[src/rtl/hazard_control_unit_mc.sv]
// Hazard control for a five-stage pipeline: operand forwarding, load-use bubbles,
// stalls for multi-cycle execute ops, mispredict flushes and saturating event counters.
package hazard_control_unit_mc_pkg;
   localparam logic [1:0] FWD_NONE   = 2'b00;
   localparam logic [1:0] FWD_WB     = 2'b01;
   localparam logic [1:0] FWD_MEM    = 2'b10;
   localparam logic [1:0] RESULT_ALU = 2'b00;
   localparam logic [1:0] RESULT_MEM = 2'b01;
   localparam logic [1:0] RESULT_PC4 = 2'b10;
endpackage

// state   | meaning
// LU_IDLE | no load-use bubble pending; a new hazard stalls this cycle
// LU_HOLD | extra load-use bubbles still owed, lu_cnt counts them down
// MD_IDLE | no multi-cycle op in flight; MD_Op_E starts one (stalls at once)
// MD_RUN  | op still busy in E, md_cnt counts the remaining stall cycles
// MD_DONE | op finishes and leaves E this cycle; MD_Op_E ignored
module hazard_control_unit_mc
   import hazard_control_unit_mc_pkg::*;
#(
   parameter int REG_ADDR_W      = 5,
   parameter int LOAD_USE_STALLS = 1,
   parameter int MD_LATENCY      = 4,
   parameter int CNT_W           = 32
) (
   input  logic                  CLK,
   input  logic                  RST,
   input  logic [REG_ADDR_W-1:0] RS1_D,
   input  logic [REG_ADDR_W-1:0] RS2_D,
   input  logic [REG_ADDR_W-1:0] RS1_E,
   input  logic [REG_ADDR_W-1:0] RS2_E,
   input  logic [REG_ADDR_W-1:0] RD_E,
   input  logic [REG_ADDR_W-1:0] RD_M,
   input  logic [REG_ADDR_W-1:0] RD_W,
   input  logic [1:0]            Result_Src_Sel_E,
   input  logic                  REG_W_En_M,
   input  logic                  REG_W_En_W,
   input  logic                  Branch_Taken_E,
   input  logic                  Predict_Taken_E,
   input  logic                  MD_Op_E,
   input  logic                  Cnt_Clr,
   output logic [1:0]            FWD_SrcA,
   output logic [1:0]            FWD_SrcB,
   output logic                  Stall_En,
   output logic                  Stall_E,
   output logic                  Flush_D,
   output logic                  Flush_E,
   output logic                  Flush_M,
   output logic                  PC_En,
   output logic                  MD_Busy,
   output logic [CNT_W-1:0]      Stall_Count,
   output logic [CNT_W-1:0]      Flush_Count
);
   localparam int LUW = $clog2(LOAD_USE_STALLS + 1);
   localparam int MDW = $clog2(MD_LATENCY + 1);
   localparam logic [LUW-1:0] LU_LOAD = LUW'(LOAD_USE_STALLS - 1);
   localparam logic [MDW-1:0] MD_LOAD = (MD_LATENCY > 2) ? MDW'(MD_LATENCY - 2) : '0;

   typedef enum logic {LU_IDLE, LU_HOLD} lu_state_t;
   typedef enum logic [1:0] {MD_IDLE, MD_RUN, MD_DONE} md_state_t;

   lu_state_t      lu_q, lu_d;
   md_state_t      md_q, md_d;
   logic [LUW-1:0] lu_cnt_q, lu_cnt_d;
   logic [MDW-1:0] md_cnt_q, md_cnt_d;
   logic [CNT_W-1:0] stall_cnt_q, stall_cnt_d, flush_cnt_q, flush_cnt_d;
   logic mp, lu, md_start, md_stall, lu_stall;

   always_ff @(posedge CLK or posedge RST) begin
      if (RST) begin
         lu_q        <= LU_IDLE;
         md_q        <= MD_IDLE;
         lu_cnt_q    <= '0;
         md_cnt_q    <= '0;
         stall_cnt_q <= '0;
         flush_cnt_q <= '0;
      end else begin
         lu_q        <= lu_d;
         md_q        <= md_d;
         lu_cnt_q    <= lu_cnt_d;
         md_cnt_q    <= md_cnt_d;
         stall_cnt_q <= stall_cnt_d;
         flush_cnt_q <= flush_cnt_d;
      end
   end

   always_comb begin
      mp       = Branch_Taken_E ^ Predict_Taken_E;
      lu       = (Result_Src_Sel_E == RESULT_MEM) && (RD_E != '0) &&
                 ((RD_E == RS1_D) || (RD_E == RS2_D));
      md_start = (md_q == MD_IDLE) && MD_Op_E && (MD_LATENCY > 1);
      md_stall = md_start || (md_q == MD_RUN);
      lu_stall = !md_stall && ((lu_q == LU_HOLD) || lu);

      md_d     = md_q;
      md_cnt_d = md_cnt_q;
      case (md_q)
         MD_IDLE: if (md_start) begin
            md_cnt_d = MD_LOAD;
            md_d     = (MD_LATENCY > 2) ? MD_RUN : MD_DONE;
         end
         MD_RUN: begin
            md_cnt_d = md_cnt_q - MDW'(1);
            if (md_cnt_q == MDW'(1)) md_d = MD_DONE;
         end
         default: md_d = MD_IDLE;
      endcase

      // a multi-cycle stall freezes the bubble sequence so no bubble is lost
      lu_d     = lu_q;
      lu_cnt_d = lu_cnt_q;
      if (!md_stall) begin
         case (lu_q)
            LU_IDLE: if (lu && (LOAD_USE_STALLS > 1)) begin
               lu_cnt_d = LU_LOAD;
               lu_d     = LU_HOLD;
            end
            default: begin
               lu_cnt_d = lu_cnt_q - LUW'(1);
               if (lu_cnt_q == LUW'(1)) lu_d = LU_IDLE;
            end
         endcase
      end

      if (mp) begin
         md_d     = MD_IDLE;
         md_cnt_d = '0;
         lu_d     = LU_IDLE;
         lu_cnt_d = '0;
      end
   end

   always_comb begin
      FWD_SrcA = FWD_NONE;
      FWD_SrcB = FWD_NONE;
      Stall_En = 1'b0;
      Stall_E  = 1'b0;
      Flush_D  = 1'b0;
      Flush_E  = 1'b0;
      Flush_M  = 1'b0;
      PC_En    = 1'b1;
      if (!RST) begin
         if (REG_W_En_M && (RD_M == RS1_E) && (RS1_E != '0))      FWD_SrcA = FWD_MEM;
         else if (REG_W_En_W && (RD_W == RS1_E) && (RS1_E != '0)) FWD_SrcA = FWD_WB;
         if (REG_W_En_M && (RD_M == RS2_E) && (RS2_E != '0))      FWD_SrcB = FWD_MEM;
         else if (REG_W_En_W && (RD_W == RS2_E) && (RS2_E != '0)) FWD_SrcB = FWD_WB;
         if (mp) begin
            Flush_D = 1'b1;
            Flush_E = 1'b1;
         end else if (md_stall) begin
            Stall_En = 1'b1;
            Stall_E  = 1'b1;
            Flush_M  = 1'b1;
            PC_En    = 1'b0;
         end else if (lu_stall) begin
            Stall_En = 1'b1;
            Flush_E  = 1'b1;
            PC_En    = 1'b0;
         end
      end
   end

   always_comb begin
      stall_cnt_d = stall_cnt_q;
      flush_cnt_d = flush_cnt_q;
      if (Cnt_Clr) begin
         stall_cnt_d = '0;
         flush_cnt_d = '0;
      end else begin
         if (!PC_En && !(&stall_cnt_q)) stall_cnt_d = stall_cnt_q + CNT_W'(1);
         if (mp && !(&flush_cnt_q))     flush_cnt_d = flush_cnt_q + CNT_W'(1);
      end
   end

   assign MD_Busy     = (md_q != MD_IDLE);
   assign Stall_Count = stall_cnt_q;
   assign Flush_Count = flush_cnt_q;
endmodule

[config.mk]
export PLATFORM = sky130hd
export DESIGN_NAME = hazard_control_unit_mc
export DESIGN_NICKNAME = d
export VERILOG_FILES = /design/src/rtl/hazard_control_unit_mc.sv
export SDC_FILE = /design/constraint.sdc
export NUM_CORES = 1
export LEC_CHECK = 0
export BUFFER_PORTS_ARGS = -buffer_cell sky130_fd_sc_hd__buf_4
export CORE_MARGIN = 4
export CORE_UTILIZATION = 48
export CTS_CLUSTER_DIAMETER = 50
export CTS_CLUSTER_SIZE = 24
export DETAILED_ROUTE_END_ITERATION = 10
export GPL_TIMING_DRIVEN = 0
export PLACE_DENSITY = 0.87
export RECOVER_POWER = 25
export SYNTH_ARGS = -nofsm -noshare
export SYNTH_HDL_FRONTEND = slang
export SYNTH_SLANG_ARGS = --single-unit
[constraint.sdc]
create_clock -name CLK -period 3.5 [get_ports CLK]
set_input_delay 0.7 -clock CLK [delete_from_list [all_inputs] [get_ports CLK]]
set_output_delay 0.7 -clock CLK [all_outputs]
set_load 0.02 [all_outputs]
==> flow_summary.html <==
<table>
<tr><th>Metric</th><th>Value</th></tr>
<tr><th colspan="2">Worst setup path</th></tr>
<tr><td>Count of cells along the worst register-to-register path</td><td>10</td></tr>
<tr><td>Worst path slowest cell</td><td>xor2_1</td></tr>
<tr><td>Cell breakdown of the critical path</td><td>buf_4 -&gt; xor2_1 -&gt; nor3_1 -&gt; a31o_2 -&gt; nor2_1 -&gt; inv_1 -&gt; buf_4</td></tr>
<tr><td>Startpoint of the lowest-slack register-to-register path</td><td>Stall_Count[1]$_DFFE_PP0P_</td></tr>
<tr><td>Capturing instance or port of the critical path</td><td>Stall_En</td></tr>
<tr><td>Maximum fanout encountered on the critical timing path</td><td>8</td></tr>
<tr><td>Setup slack, reg-to-reg</td><td>0.84 ns</td></tr>
<tr><td>Origin of the worst setup path</td><td>Predict_Taken_E</td></tr>
<tr><td>Crit end category</td><td>output pin</td></tr>
<tr><td>Reg2reg end</td><td>Stall_Count[1]$_DFFE_PP0P_</td></tr>
<tr><td>Maximum single-stage delay on the critical path</td><td>0.64 ns</td></tr>
<tr><td>Crit path arrival time</td><td>2.38 ns</td></tr>
<tr><td>Element type at the critical path start</td><td>input pin</td></tr>
<tr><td>Crit-path most repeated cell</td><td>buf_4</td></tr>
<tr><td>Startpoint-to-endpoint class of the critical path</td><td>input pin to output pin</td></tr>
<tr><td>CP Data Required Time</td><td>2.80 ns</td></tr>
<tr><th colspan="2">Placement</th></tr>
<tr><td>Post-Place Worst Slack</td><td>0.304 ns</td></tr>
<tr><td>Weighted congestion at the end of routability-driven global placement</td><td>0.828</td></tr>
<tr><td>Detailed-placement wirelength estimate</td><td>8.70 mm</td></tr>
<tr><td>PortBufs</td><td>118</td></tr>
<tr><td>Inst Count DP</td><td>690</td></tr>
<tr><th colspan="2">Global route</th></tr>
<tr><td>Pin count of the biggest net entering global routing</td><td>42</td></tr>
<tr><td>GRT overflow</td><td>0</td></tr>
<tr><td>Overall fraction of global-route tracks in use</td><td>0.228</td></tr>
<tr><td>Initial antenna violation count</td><td>0</td></tr>
<tr><td>Via count of the first global-routing pass</td><td>4,006</td></tr>
<tr><td>First-pass GRT wire length</td><td>18.8 mm</td></tr>
<tr><th colspan="2">Route</th></tr>
<tr><td>Vias after detailed routing</td><td>4,092</td></tr>
<tr><td>Post-detailed-route via-to-cell ratio</td><td>5.80</td></tr>
<tr><td>Remaining design rule violation count</td><td>0</td></tr>
<tr><td>WL/cell</td><td>16.5 µm</td></tr>
<tr><td>Starting DRC count in detailed routing</td><td>190</td></tr>
<tr><td>Number of antenna-violating nets in the routed design</td><td>0</td></tr>
<tr><td>Post-Route WL</td><td>11.6 mm</td></tr>
<tr><td>Number of iterations in the first detailed-routing pass</td><td>7</td></tr>
<tr><th colspan="2">Clock network</th></tr>
<tr><td>CTS root buffer</td><td>clkbuf_8</td></tr>
<tr><td>Maximum clock path buffer count</td><td>2</td></tr>
<tr><td>Clock sink count</td><td>71</td></tr>
<tr><td>Clock latency on the worst-skew pair</td><td>0.35 ns</td></tr>
<tr><td>CTS tree</td><td>built</td></tr>
<tr><td>Post-CTS clock slew at the launch and capture registers of the worst setup and hold paths</td><td>0.08 ns</td></tr>
<tr><td>Post-cts hold buffer count</td><td>0</td></tr>
<tr><td>Post-CTS setup buffer count</td><td>0</td></tr>
<tr><td>TritonCTS buffer count</td><td>9</td></tr>
<tr><td>Max H-tree Level</td><td>3</td></tr>
<tr><td>Resized cells post-CTS</td><td>0</td></tr>
<tr><th colspan="2">Power</th></tr>
<tr><td>Overall power after layout</td><td>0.00176 W</td></tr>
<tr><td>Power density cells</td><td>324 nW/µm²</td></tr>
<tr><td>Leakage power figure</td><td>2.38 nW</td></tr>
<tr><td>Cell internal pwr</td><td>0.00127 W</td></tr>
<tr><td>Switch share</td><td>0.281</td></tr>
<tr><td>Peak supply drop</td><td>173 µV</td></tr>
<tr><td>Seq pwr share</td><td>0.480</td></tr>
<tr><td>Part of the power in combinational logic</td><td>0.143</td></tr>
<tr><td>Share of total power in the clock network</td><td>0.377</td></tr>
<tr><td>Switching power</td><td>0.000494 W</td></tr>
<tr><th colspan="2">Logic synthesis</th></tr>
<tr><td>Library cell with the highest instance count after synthesis</td><td>dfrtp_1</td></tr>
<tr><td>Mapped Cells</td><td>466</td></tr>
<tr><td>Post-Syn Area</td><td>4220 µm²</td></tr>
<tr><td>Most used flip-flop cell after synthesis</td><td>dfrtp_1</td></tr>
<tr><td>Number of warnings issued by yosys</td><td>0</td></tr>
<tr><td>Number of synthesized register bits</td><td>71</td></tr>
<tr><td>Count of flip-flops with a built-in enable after synthesis</td><td>0</td></tr>
<tr><td>FFs w/ async S/R, synth</td><td>1.00</td></tr>
<tr><td>Syn Nets</td><td>515</td></tr>
<tr><td>Cell accounting for the most synthesized area</td><td>dfrtp_1</td></tr>
<tr><td>Mean instance size in the synthesized netlist</td><td>9.06 µm²</td></tr>
<tr><td>Share of the synthesized area in the top cell type</td><td>0.421</td></tr>
<tr><td>Synth top area cells</td><td>dfrtp_1 (42%), xnor2_1 (6.6%), xor2_1 (5.8%), nor2_1 (5.0%), a21oi_1 (3.6%)</td></tr>
<tr><td>Number of distinct library cells after synthesis</td><td>45</td></tr>
<tr><td>Cell types with the highest counts after synthesis</td><td>dfrtp_1 (71), nor2_1 (56), xnor2_1 (32), a21oi_1 (30), xor2_1 (28)</td></tr>
<tr><td>Portion of the post-synthesis area used by sequential elements</td><td>0.421</td></tr>
<tr><th colspan="2">STA</th></tr>
<tr><td>Post-route minimum period</td><td>3.08 ns</td></tr>
<tr><td>Worst Setup Slack, final</td><td>0.418 ns</td></tr>
<tr><td>Worst Hold Margin</td><td>0.464 ns</td></tr>
<tr><td>Unrepaired setup endpoints after global routing</td><td>no</td></tr>
<tr><td>Clock tree skew after final layout</td><td>0.00988 ns</td></tr>
<tr><td>Final Hold Viols</td><td>0</td></tr>
<tr><td>Max-slew violations</td><td>42</td></tr>
<tr><td>Worst slew pin tran</td><td>1.86 ns</td></tr>
<tr><td>Part of the cycle the worst path needs</td><td>0.881</td></tr>
<tr><td>Relative slew slack</td><td>-0.242</td></tr>
<tr><td>Achievable frequency</td><td>324 MHz</td></tr>
<tr><td>Number of endpoints failing setup at the final stage</td><td>0</td></tr>
<tr><th colspan="2">Die</th></tr>
<tr><td>Floorplan die width</td><td>102 µm</td></tr>
<tr><td>Initial core utilization</td><td>0.504</td></tr>
<tr><td>Die height</td><td>102 µm</td></tr>
<tr><td>Die Footprint</td><td>10,400 µm²</td></tr>
<tr><td>I/O pin count</td><td>120</td></tr>
<tr><td>Core Box Area</td><td>8380 µm²</td></tr>
<tr><td>Total number of placement rows</td><td>33</td></tr>
<tr><th colspan="2">Layout</th></tr>
<tr><td>Nets</td><td>645</td></tr>
<tr><td>Combined area of the multi-input logic cells</td><td>2290 µm²</td></tr>
<tr><td>Share of post-route cells with drive strength above 1</td><td>0.270</td></tr>
<tr><td>Area taken by flip-flops and latches</td><td>1780 µm²</td></tr>
<tr><td>Fill count</td><td>703</td></tr>
<tr><td>Fin util</td><td>0.650</td></tr>
<tr><td>Area growth from synthesis to layout</td><td>28.9%</td></tr>
<tr><td>Number of antenna repair diodes</td><td>0</td></tr>
<tr><td>Number of standard cells in the layout, taps in and fillers out</td><td>706</td></tr>
<tr><th colspan="2">Status</th></tr>
<tr><td>Failing checks</td><td>capacitance limit, slew limit</td></tr>
<tr><td>Result of the run</td><td>complete, but fails checks</td></tr>
<tr><th colspan="2">Worst hold path</th></tr>
<tr><td>Path class of the lowest-slack min-delay path</td><td>flop to flop</td></tr>
<tr><td>Hold Path Stages</td><td>1</td></tr>
<tr><th colspan="2">Run</th></tr>
<tr><td>MaxCap Viol Count</td><td>1</td></tr>
</table>
power by group through the flow:
| stage | logic [W] | clock network, W | registers [W] |
|---|---|---|---|
| finish | 0.000252 | 0.000665 | 0.000845 |
| global placement | 0.000242 | 0 | 0.000860 |
| global route | 0.000276 | 0.000711 | 0.000848 |
| floorplan | 0.000137 | 0 | 0.000865 |
| detailed placement | 0.000255 | 0 | 0.000861 |
| CTS | 0.000255 | 0.000670 | 0.000845 |
per-layer routing:
metal	wire, µm	GRT usage	vias to the layer above
met5	0	0	-
met4	234	0.0736	0
met3	911	0.0372	30
met2	5820	0.388	191
met1	4680	0.295	1946
li1	-	-	1925
layout make-up:
cell class	instances	share of cell area
Sequential cell	71	0.326
Multi-Input combinational cell	362	0.420
Inverter	14	0.0103
Clock buffer	9	0.0227
Buffer	19	0.0179
Timing Repair Buffer	119	0.165
Tap cell	105	0.0241
Clock inverter	7	0.0133
cells in the final DEF, fill, tap and decap left out, drive strengths merged, types with 2 or more instances in the layout:
cell	instances
a21oi	30
a22oi	2
and2	3
and3	9
and4	7
buf	126
clkbuf	20
clkinv	3
clkinvlp	3
dfrtp	71
ha	4
inv	14
mux2	9
mux2i	2
nand2	25
nand3	26
nand4	16
nor2	56
nor2b	12
nor3	13
nor4	12
o211ai	4
o21ai	22
o31ai	8
or2	2
or3	20
or4	12
xnor2	32
xor2	29
cells by family (layout without fill, tap and decap cells):
family / Yosys count / in the layout / share of synthesized area
buf+inv: 33 / 168 / 0.0356
flops: 71 / 71 / 0.421
mux: 11 / 11 / 0.0287
xor+xnor: 61 / 61 / 0.128
fa+ha+maj: 4 / 4 / 0.0119
simple gates: 215 / 215 / 0.277
compound gates: 71 / 71 / 0.0975
stage by stage:
| stage | cell area [µm²] | TNS (ns) |
|---|---|---|
| floorplan | 4230 | 0 |
| global placement | 5240 | -14.87 |
| detailed placement | 5260 | 0 |
| CTS | 5460 | 0 |
| global route | 5450 | 0 |
| finish | 5450 | 0 |
registers in the layout, summed over array words and instances, names as in the netlist:
signal and count:
Flush_Count 32, md_cnt_q 3, md_q 2, Stall_Count 32, lu_cnt_q 1, lu_q 1
worst min-delay path by stage:
| stage | to | slack [ns] | start |
|---|---|---|---|
| 6_report | lu_q$_DFFE_PP0P_ | 0.46 | lu_cnt_q$_DFFE_PP0P_ |
| 2_1_floorplan | lu_q$_DFFE_PP0P_ | 0.43 | lu_cnt_q$_DFFE_PP0P_ |
| 3_5_place_dp | lu_q$_DFFE_PP0P_ | 0.46 | lu_cnt_q$_DFFE_PP0P_ |
| 3_3_place_gp | lu_q$_DFFE_PP0P_ | 0.44 | lu_cnt_q$_DFFE_PP0P_ |
| 5_1_grt | lu_q$_DFFE_PP0P_ | 0.49 | lu_cnt_q$_DFFE_PP0P_ |
| 4_1_cts | lu_q$_DFFE_PP0P_ | 0.47 | lu_cnt_q$_DFFE_PP0P_ |
worst max-delay path, delay by kind of cell:
family | cells | cell delay (ns)
buffers and inverters | 3 | 0.35
AND/OR/NAND/NOR | 2 | 0.38
AO/OA/AOI/OAI | 1 | 0.32
XOR/XNOR | 1 | 0.64
(Power assumes the default switching activity.)
